`src/rtl/brdg_retry_replay.sv`:
```
// Retry replay engine for the bridge: records issued commands per tag and
// re-issues a command (or one 64B segment of a partial one) on a retry request.
//
// state | meaning
// IDLE  | ready for a retry request (rty_rdy=1)
// READ  | RAM address presented for the latched tag
// WAIT  | RAM data available; replay fields formed, or error flagged
// DRIVE | replay command held on rpl_* until rpl_rdy

`ifndef TAGW
`define TAGW 4
`endif

module brdg_retry_replay #(
  parameter int TAGW = `TAGW
) (
  input  logic            clk,
  input  logic            rst_n,
  input  logic            cap_valid,
  input  logic [TAGW-1:0] cap_tag,
  input  logic [7:0]      cap_opcode,
  input  logic [63:0]     cap_ea,
  input  logic [1:0]      cap_dl,
  input  logic            cap_partial,
  input  logic            done_valid,
  input  logic [TAGW-1:0] done_tag,
  output logic            rty_rdy,
  input  logic            rty_valid,
  input  logic [1:0]      rty_pos,
  input  logic [TAGW-1:0] rty_tag,
  output logic            rpl_valid,
  input  logic            rpl_rdy,
  output logic [TAGW-1:0] rpl_tag,
  output logic [7:0]      rpl_opcode,
  output logic [63:0]     rpl_ea,
  output logic [1:0]      rpl_dl,
  output logic            rpl_err,
  output logic [15:0]     rpl_cnt
);

  localparam int DEPTH = 1 << TAGW;

  typedef enum logic [1:0] {
    ST_IDLE  = 2'd0,
    ST_READ  = 2'd1,
    ST_WAIT  = 2'd2,
    ST_DRIVE = 2'd3
  } state_e;

  // Entry layout: {opcode[74:67], ea[66:3], dl[2:1], partial[0]}
  logic [74:0]      mem [DEPTH];
  logic [74:0]      wr_data;
  logic [74:0]      rd_data_q, rd_data_d;

  state_e           state_q, state_d;
  logic [DEPTH-1:0] valid_q, valid_d;
  logic [TAGW-1:0]  lat_tag_q, lat_tag_d;
  logic [1:0]       lat_pos_q, lat_pos_d;
  logic             lat_vld_q, lat_vld_d;
  logic             rty_rdy_q, rty_rdy_d;
  logic             rpl_valid_q, rpl_valid_d;
  logic [TAGW-1:0]  rpl_tag_q, rpl_tag_d;
  logic [7:0]       rpl_opcode_q, rpl_opcode_d;
  logic [63:0]      rpl_ea_q, rpl_ea_d;
  logic [1:0]       rpl_dl_q, rpl_dl_d;
  logic             rpl_err_q, rpl_err_d;
  logic [15:0]      rpl_cnt_q, rpl_cnt_d;

  logic [7:0]       rd_opcode;
  logic [63:0]      rd_ea;
  logic [1:0]       rd_dl;
  logic             rd_partial;

  assign wr_data    = {cap_opcode, cap_ea, cap_dl, cap_partial};
  assign rd_opcode  = rd_data_q[74:67];
  assign rd_ea      = rd_data_q[66:3];
  assign rd_dl      = rd_data_q[2:1];
  assign rd_partial = rd_data_q[0];

  // RAM read port: sampled only in READ; a same-cycle capture to the same tag bypasses the array
  always_comb begin
    rd_data_d = rd_data_q;
    if (state_q == ST_READ) begin
      if (cap_valid && (cap_tag == lat_tag_q)) begin
        rd_data_d = wr_data;
      end else begin
        rd_data_d = mem[lat_tag_q];
      end
    end
  end

  // Command store and read register; contents are not reset
  always_ff @(posedge clk) begin
    if (cap_valid) begin
      mem[cap_tag] <= wr_data;
    end
    rd_data_q <= rd_data_d;
  end

  // Next-state, tag valid tracking and replay field formation
  always_comb begin
    state_d      = state_q;
    lat_tag_d    = lat_tag_q;
    lat_pos_d    = lat_pos_q;
    lat_vld_d    = lat_vld_q;
    rty_rdy_d    = rty_rdy_q;
    rpl_valid_d  = rpl_valid_q;
    rpl_tag_d    = rpl_tag_q;
    rpl_opcode_d = rpl_opcode_q;
    rpl_ea_d     = rpl_ea_q;
    rpl_dl_d     = rpl_dl_q;
    rpl_err_d    = 1'b0;
    rpl_cnt_d    = rpl_cnt_q;

    // capture wins over retire on the same tag
    valid_d = valid_q;
    if (done_valid) valid_d[done_tag] = 1'b0;
    if (cap_valid)  valid_d[cap_tag]  = 1'b1;

    case (state_q)
      ST_IDLE: begin
        if (rty_valid) begin
          state_d   = ST_READ;
          lat_tag_d = rty_tag;
          lat_pos_d = rty_pos;
          lat_vld_d = valid_q[rty_tag];
          rty_rdy_d = 1'b0;
        end
      end
      ST_READ: begin
        state_d   = ST_WAIT;
        // error is registered so it is visible exactly during WAIT
        rpl_err_d = ~lat_vld_q;
      end
      ST_WAIT: begin
        if (lat_vld_q) begin
          state_d      = ST_DRIVE;
          rpl_valid_d  = 1'b1;
          rpl_tag_d    = lat_tag_q;
          rpl_opcode_d = rd_opcode;
          if (rd_partial) begin
            rpl_ea_d = rd_ea + 64'({lat_pos_q, 6'b000000});
            rpl_dl_d = 2'b01;
          end else begin
            rpl_ea_d = rd_ea;
            rpl_dl_d = rd_dl;
          end
        end else begin
          state_d   = ST_IDLE;
          rty_rdy_d = 1'b1;
        end
      end
      ST_DRIVE: begin
        if (rpl_rdy) begin
          state_d     = ST_IDLE;
          rpl_valid_d = 1'b0;
          rty_rdy_d   = 1'b1;
          if (rpl_cnt_q != 16'hFFFF) begin
            rpl_cnt_d = rpl_cnt_q + 16'd1;
          end
        end
      end
      default: begin
        state_d   = ST_IDLE;
        rty_rdy_d = 1'b1;
      end
    endcase
  end

  // FSM state, latched request and registered outputs
  always_ff @(posedge clk or negedge rst_n) begin
    if (!rst_n) begin
      state_q      <= ST_IDLE;
      valid_q      <= '0;
      lat_tag_q    <= '0;
      lat_pos_q    <= '0;
      lat_vld_q    <= 1'b0;
      rty_rdy_q    <= 1'b1;
      rpl_valid_q  <= 1'b0;
      rpl_tag_q    <= '0;
      rpl_opcode_q <= '0;
      rpl_ea_q     <= '0;
      rpl_dl_q     <= '0;
      rpl_err_q    <= 1'b0;
      rpl_cnt_q    <= '0;
    end else begin
      state_q      <= state_d;
      valid_q      <= valid_d;
      lat_tag_q    <= lat_tag_d;
      lat_pos_q    <= lat_pos_d;
      lat_vld_q    <= lat_vld_d;
      rty_rdy_q    <= rty_rdy_d;
      rpl_valid_q  <= rpl_valid_d;
      rpl_tag_q    <= rpl_tag_d;
      rpl_opcode_q <= rpl_opcode_d;
      rpl_ea_q     <= rpl_ea_d;
      rpl_dl_q     <= rpl_dl_d;
      rpl_err_q    <= rpl_err_d;
      rpl_cnt_q    <= rpl_cnt_d;
    end
  end

  assign rty_rdy    = rty_rdy_q;
  assign rpl_valid  = rpl_valid_q;
  assign rpl_tag    = rpl_tag_q;
  assign rpl_opcode = rpl_opcode_q;
  assign rpl_ea     = rpl_ea_q;
  assign rpl_dl     = rpl_dl_q;
  assign rpl_err    = rpl_err_q;
  assign rpl_cnt    = rpl_cnt_q;

endmodule

```
`config.mk`:
```
export PLATFORM = sky130hd
export DESIGN_NAME = brdg_retry_replay
export DESIGN_NICKNAME = d
export VERILOG_FILES = /design/src/rtl/brdg_retry_replay.sv
export SDC_FILE = /design/constraint.sdc
export NUM_CORES = 1
export LEC_CHECK = 0
export CELL_PAD_IN_SITES_DETAIL_PLACEMENT = 1
export CELL_PAD_IN_SITES_GLOBAL_PLACEMENT = 1
export CORE_UTILIZATION = 54
export DETAILED_ROUTE_END_ITERATION = 7
export GPL_TIMING_DRIVEN = 0
export PLACE_DENSITY_LB_ADDON = 0.1
export SYNTH_ARGS = -nofsm -noshare
export SYNTH_HDL_FRONTEND = slang
export SYNTH_SLANG_ARGS = --single-unit
export TNS_END_PERCENT = 10
```
`constraint.sdc`:
```
create_clock -name clk -period 5.3 [get_ports clk]
set_clock_uncertainty 0.1 [all_clocks]
set_input_delay 1.06 -clock clk [delete_from_list [all_inputs] [get_ports clk]]
set_output_delay 1.06 -clock clk [all_outputs]
set_load 0.05 [all_outputs]
```
# Word level (Yosys, flattened, before mapping)
# Memories as Yosys holds them, arrays and structs flattened. A register that Yosys moved wholly into a read port is not among the register bits.
# Cells that the tools add are included.
totals:
  reg_bits: 122
  mem_bits_rw: 1200
  mem_count: 1
classes:
  add_sub_neg: 2
  n_lt_le_gt_ge: 5
  n_eq_ne: 8
  mux: 24
  n_bitwise: 4
  n_reduce_logical: 11
mem_list:
  columns: ["memory", "depth", "word_bits", "rd", "rd_ports_with_merged_regs", "write_ports", "line_no", "rtl"]
  rows:
  - ["mem", 16, 75, 1, 1, 1, "51", "logic [74:0] mem [DEPTH];"]
ops:
  columns: ["op", "n"]
  rows:
  - ["64-bit by 8-bit adder with 64-bit output", 1]
  - ["64-bit two-way mux", 1]
  - ["16-bit two-way mux", 2]
  - ["16-bit by 1-bit adder with 16-bit output (second input constant)", 1]
  - ["16-bit bitwise AND", 1]
  - ["16-bit != test (second input constant)", 1]
  - ["16-bit inverter", 1]
  - ["16-bit bitwise OR", 1]
  - ["4-bit by 5-bit less-than comparator with 1-bit output (second input constant)", 3]
  - ["1-bit two-way mux", 11]
  - ["1-bit demux with 4-bit select", 2]
  - ["4-bit by 1-bit >= comparator with 1-bit output (second input constant)", 2]
  - ["2-bit two-way mux", 4]
  - ["2-bit != test (second input constant)", 4]
  - ["2-bit one-hot mux with 4 select lines", 1]
  - ["2-bit AND reduction", 3]
  - ["3-bit AND reduction", 2]
  - ["1-bit binary-select mux with 4-bit select", 1]
  - ["2-bit equality test (second input constant)", 2]
  - ["4-bit AND reduction", 1]
  - ["1-bit one-hot mux with 3 select lines", 1]
  - ["3-bit nonzero test", 1]
  - ["2-bit by 1-bit equality test with 1-bit output (second input constant)", 1]
  - ["1-bit logical AND", 2]
  - ["other kinds (4)", 4]

# Depth between registers and ports, before layout
logic_depth:
  ltp_word: 9
  ltp_mapped: 10
  depth_no_buf: 8

# Least setup slack after synthesis
# Ideal clock, no wire load.
synth_timing:
  path_kind: "input to register"
  from: "in cap_tag[1]"
  to: "mem mem[0][0] (enable)"
  setup_time_ns: 0.602
  t_arrival_ns: 6.788
  slack_ns: -2.189
  path_stages: 3
  n_path_buf: 1
  path_cell_list: "or3b_2 -> clkbuf_1 -> nor3_1"
synth_rtl:
  columns: ["item", "line_no", "rtl"]
  rows:
  - ["from (decl)", "20", "input logic [TAGW-1:0] cap_tag,"]
  - ["to (decl)", "51", null]
# No word-level cell before the write port.

==> load_flow_metrics.sql <==
INSERT INTO impl_metrics (metric_group, metric, value, unit) VALUES
('status', 'outcome', 'complete, no violations', ''),
('floorplan', 'design.portCount', '192', ''),
('grt', 'gr-total-overflow', '0', ''),
('placed_design', 'io_buffer_count', '189', ''),
('timing', 'final_hold_viol_count', '0', ''),
('yosys', 'post_synthesis_cell_type_count', '48', ''),
('critical_path', 'critical_path_maximum_fanout', '10', ''),
('grt', 'grt_max_degree', '75', ''),
('job', 'max_cap_viol_count', '0', ''),
('timing', 'setup_viol', '0', ''),
('yosys', 'dominantRegCellSynth', 'sky130_fd_sc_hd__edfxtp_1', ''),
('yosys', 'synth.cell_area', '54500', 'um^2'),
('timing', 'rsz0062_at_grt', 'no', ''),
('clock_tree', 'cts-buffers-inserted', '143', ''),
('cells_and_area', 'area_delta_synth_final', '17.7', '%'),
('timing', 'period_minus_slack', '4.04', 'ns'),
('cells_and_area', 'final_layout_size_suffix_gt1_frac', '0.207', ''),
('floorplan', 'floorplan.initialDensity', '0.545', ''),
('yosys', 'seq_area_frac_synth', '0.759', ''),
('cells_and_area', 'multiInputGateArea', '12600', 'um^2'),
('timing', 'max_slew.worst_pin.slew', '1.41', 'ns'),
('clock_tree', 'clockBufferDepth', '3', ''),
('drt', 'drt-vias-per-instance', '6.39', ''),
('clock_tree', 'cts_hold_buffers', '0', ''),
('critical_path', 'critical_path.reg2reg.endpoint', 'rd_data_q[66]$_DFFE_PN_', ''),
('critical_path', 'timing.critical_path.required', '5.69', 'ns'),
('critical_path', 'cp-end-kind', 'flip-flop', ''),
('timing', 'timing.setup.tns', '0', 'ns'),
('timing', 'relSlewSlack', '0.0626', ''),
('cells_and_area', 'most_frequent_cells_in_the_layout', '1275 x sky130_fd_sc_hd__edfxtp_1, 305 x sky130_fd_sc_hd__mux4_2, 188 x sky130_fd_sc_hd__clkdlybuf4s50_1, 156 x sky130_fd_sc_hd__mux2i_1, 153 x sky130_fd_sc_hd__clkbuf_16', ''),
('yosys', 'synthArstFlopShare', '0.0873', ''),
('placed_design', 'dp_worst_setup_slack', '0.733', 'ns'),
('critical_path', 'reg2reg_from', 'lat_tag_q[1]$_DFFE_PN0P_', ''),
('clock_tree', 'postCtsSetupBuffers', '0', ''),
('critical_path', 'crit_path_start_kind', 'flip-flop', ''),
('placed_design', 'postPlaceCellArea', '59500', 'um^2'),
('drt', 'drt_iter0_drc', '3313', ''),
('timing', 'report.final.slew_viol_count', '0', ''),
('drt', 'detail_route.first_pass.iterations', '5', ''),
('critical_path', 'timing.setup.critical_path_class', 'flip-flop to flip-flop', ''),
('yosys', 'synth.net_count', '2774', ''),
('cells_and_area', 'register_area', '41300', 'um^2'),
('floorplan', 'design.die.area', '102000', 'um^2'),
('power', 'power_leakage', '0.0212', 'uW'),
('grt', 'first_global_vias', '30700', ''),
('clock_tree', 'h-tree-depth', '4', ''),
('floorplan', 'dieHeight', '320', 'um'),
('placed_design', 'place_congestion', '0.819', ''),
('clock_tree', 'cts.repair.resized', '0', ''),
('grt', 'grtUsageTotal', '0.292', ''),
('timing', 'fmax', '0.248', 'GHz'),
('clock_tree', 'cts-root-buf', 'sky130_fd_sc_hd__clkbuf_16', ''),
('clock_tree', 'tritoncts', 'built', ''),
('worst_hold_path', 'timing.hold.worst.class', 'input port to async pin', ''),
('timing', 'timing.final.crit_share', '0.762', ''),
('drt', 'final_antenna_net_count', '0', ''),
('grt', 'grt_first_pass_wirelength', '213000', 'um'),
('yosys', 'synth-seq-cells', '1397', ''),
('critical_path', 'worst_r2r_path_depth', '7', ''),
('floorplan', 'die_width', '320', 'um'),
('power', 'cellPowerDensity', '537', 'nW/um^2'),
('floorplan', 'number_of_rows_in_the_core_area', '116', ''),
('cells_and_area', 'filler_cell_count', '8212', ''),
('power', 'ir_worst_vdd', '0.540', 'mV'),
('critical_path', 'cp.arrival', '4.43', 'ns'),
('drt', 'detail_route.wl_per_cell', '32.4', 'um'),
('clock_tree', 'numClockSinks', '1397', ''),
('critical_path', 'worst-r2r-setup-slack', '1.26', 'ns'),
('yosys', 'netlist_instances', '2675', ''),
('yosys', 'synth_edf_count', '1275', ''),
('cells_and_area', 'final_layout_net_count', '3186', '');
-- registers in the layout (all words and copies together), names as in the netlist, 4 cells and up --
name        flops
rpl_tag         4
rd_data_q      75
lat_tag_q       4
rpl_ea         64
rpl_opcode      8
mem          1200
rpl_cnt        16
valid_q        16
-- worst max path at each step --
| stage | from | to | slack [ns] | cells after the start |
|---|---|---|---|---|
| 2_1_floorplan | cap_tag[2] | mem[3][0]$_DFFE_PP_ | -1.85 | 2 |
| 3_3_place_gp | cap_tag[0] | mem[2][31]$_DFFE_PP_ | -8.54 | 3 |
| 3_5_place_dp | cap_tag[0] | rd_data_q[66]$_DFFE_PN_ | 0.73 | 8 |
| 4_1_cts | lat_tag_q[1]$_DFFE_PN0P_ | rd_data_q[66]$_DFFE_PN_ | 1.26 | 7 |
| 5_1_grt | lat_tag_q[1]$_DFFE_PN0P_ | rd_data_q[66]$_DFFE_PN_ | 1.25 | 7 |
| 6_report | lat_tag_q[1]$_DFFE_PN0P_ | rd_data_q[66]$_DFFE_PN_ | 1.26 | 7 |
-- final cells by class --
class                           instances  share of cell area
Buffer                                138             0.00890
Tap cell                             1298              0.0253
Antenna cell                            5            0.000195
Inverter                               13            0.000761
Clock buffer                          185              0.0625
Timing Repair Buffer                  267              0.0506
Sequential cell                      1397               0.645
Multi-Input combinational cell       1127               0.197
Clock inverter                         81             0.00958
-- cells by family after synthesis --
| logic type | share of synthesized area |
|---|---|
| XOR/XNOR | 0.00820 |
| AO/OA/AOI/OAI | 0.0324 |
| flip-flops | 0.759 |
| multiplexers | 0.156 |
| AND/OR/NAND/NOR | 0.0318 |
| buffers and inverters | 0.0113 |
| adder cells (fa/ha/maj) | 0.00106 |
-- power breakdown --
| group | switching [uW] | internal, uW | total [uW] |
|---|---|---|---|
| combinational | 6210 | 4310 | 10500 |
| sequential | 827 | 13100 | 13900 |
| clock | 4180 | 5770 | 9950 |
-- Yosys cell counts, types with 2 or more instances --
master	count	area, um^2
sky130_fd_sc_hd__o21a_1	76	571
sky130_fd_sc_hd__nand3_1	37	185
sky130_fd_sc_hd__or4_1	13	97.6
sky130_fd_sc_hd__and2_1	11	68.8
sky130_fd_sc_hd__nor3_1	11	55.1
sky130_fd_sc_hd__nor4_1	2	12.5
sky130_fd_sc_hd__nor4_4	2	42.5
sky130_fd_sc_hd__or3_1	4	25.0
sky130_fd_sc_hd__o31ai_1	13	97.6
sky130_fd_sc_hd__mux4_2	305	6870
sky130_fd_sc_hd__inv_1	13	48.8
sky130_fd_sc_hd__nor3b_1	3	22.5
sky130_fd_sc_hd__xor2_1	31	272
sky130_fd_sc_hd__dfrtp_1	121	3030
sky130_fd_sc_hd__xnor2_1	20	175
sky130_fd_sc_hd__a21oi_1	10	50.1
sky130_fd_sc_hd__nand2b_1	11	68.8
sky130_fd_sc_hd__nand2_2	2	12.5
sky130_fd_sc_hd__edfxtp_1	1275	38300
sky130_fd_sc_hd__buf_2	32	160
sky130_fd_sc_hd__and3_1	14	87.6
sky130_fd_sc_hd__mux2i_1	156	1560
sky130_fd_sc_hd__nor2_1	41	154
sky130_fd_sc_hd__a22oi_1	75	563
sky130_fd_sc_hd__a31oi_1	17	106
sky130_fd_sc_hd__nand4_1	30	188
sky130_fd_sc_hd__nand3b_1	6	45.0
sky130_fd_sc_hd__ha_1	3	37.5
sky130_fd_sc_hd__clkbuf_1	94	353
sky130_fd_sc_hd__or2_2	2	12.5
sky130_fd_sc_hd__mux2_2	7	78.8
sky130_fd_sc_hd__nand2_1	134	503
sky130_fd_sc_hd__and4_1	9	78.8
sky130_fd_sc_hd__o21ai_0	72	360
sky130_fd_sc_hd__buf_1	10	37.5
-- metrics by stage --
stage | cells | utilization
CTS | 4506 | 0.641
floorplan | 2675 | -
finish | 4511 | 0.641
detailed placement | 4240 | 0.595
global route | 4507 | 0.641
global placement | 4162 | 0.580
-- critical path, cell delays in order (launching register included) --
cell	delay, ns
sky130_fd_sc_hd__dfrtp_1	0.32
sky130_fd_sc_hd__clkbuf_1	0.36
sky130_fd_sc_hd__clkbuf_1	1.02
sky130_fd_sc_hd__buf_1	0.92
sky130_fd_sc_hd__mux4_2	0.43
sky130_fd_sc_hd__mux2i_1	0.26
sky130_fd_sc_hd__a22oi_1	0.14
sky130_fd_sc_hd__o21a_1	0.20
-- routing by layer --
layer  track usage  vias up  share of wire
li1              -    11900              -
met1         0.412    15400           0.41
met2         0.459     1323           0.48
met3        0.0611      256          0.084
met4        0.0997        8          0.029
met5             0        -        0.00036
(Power assumes the default switching activity.)
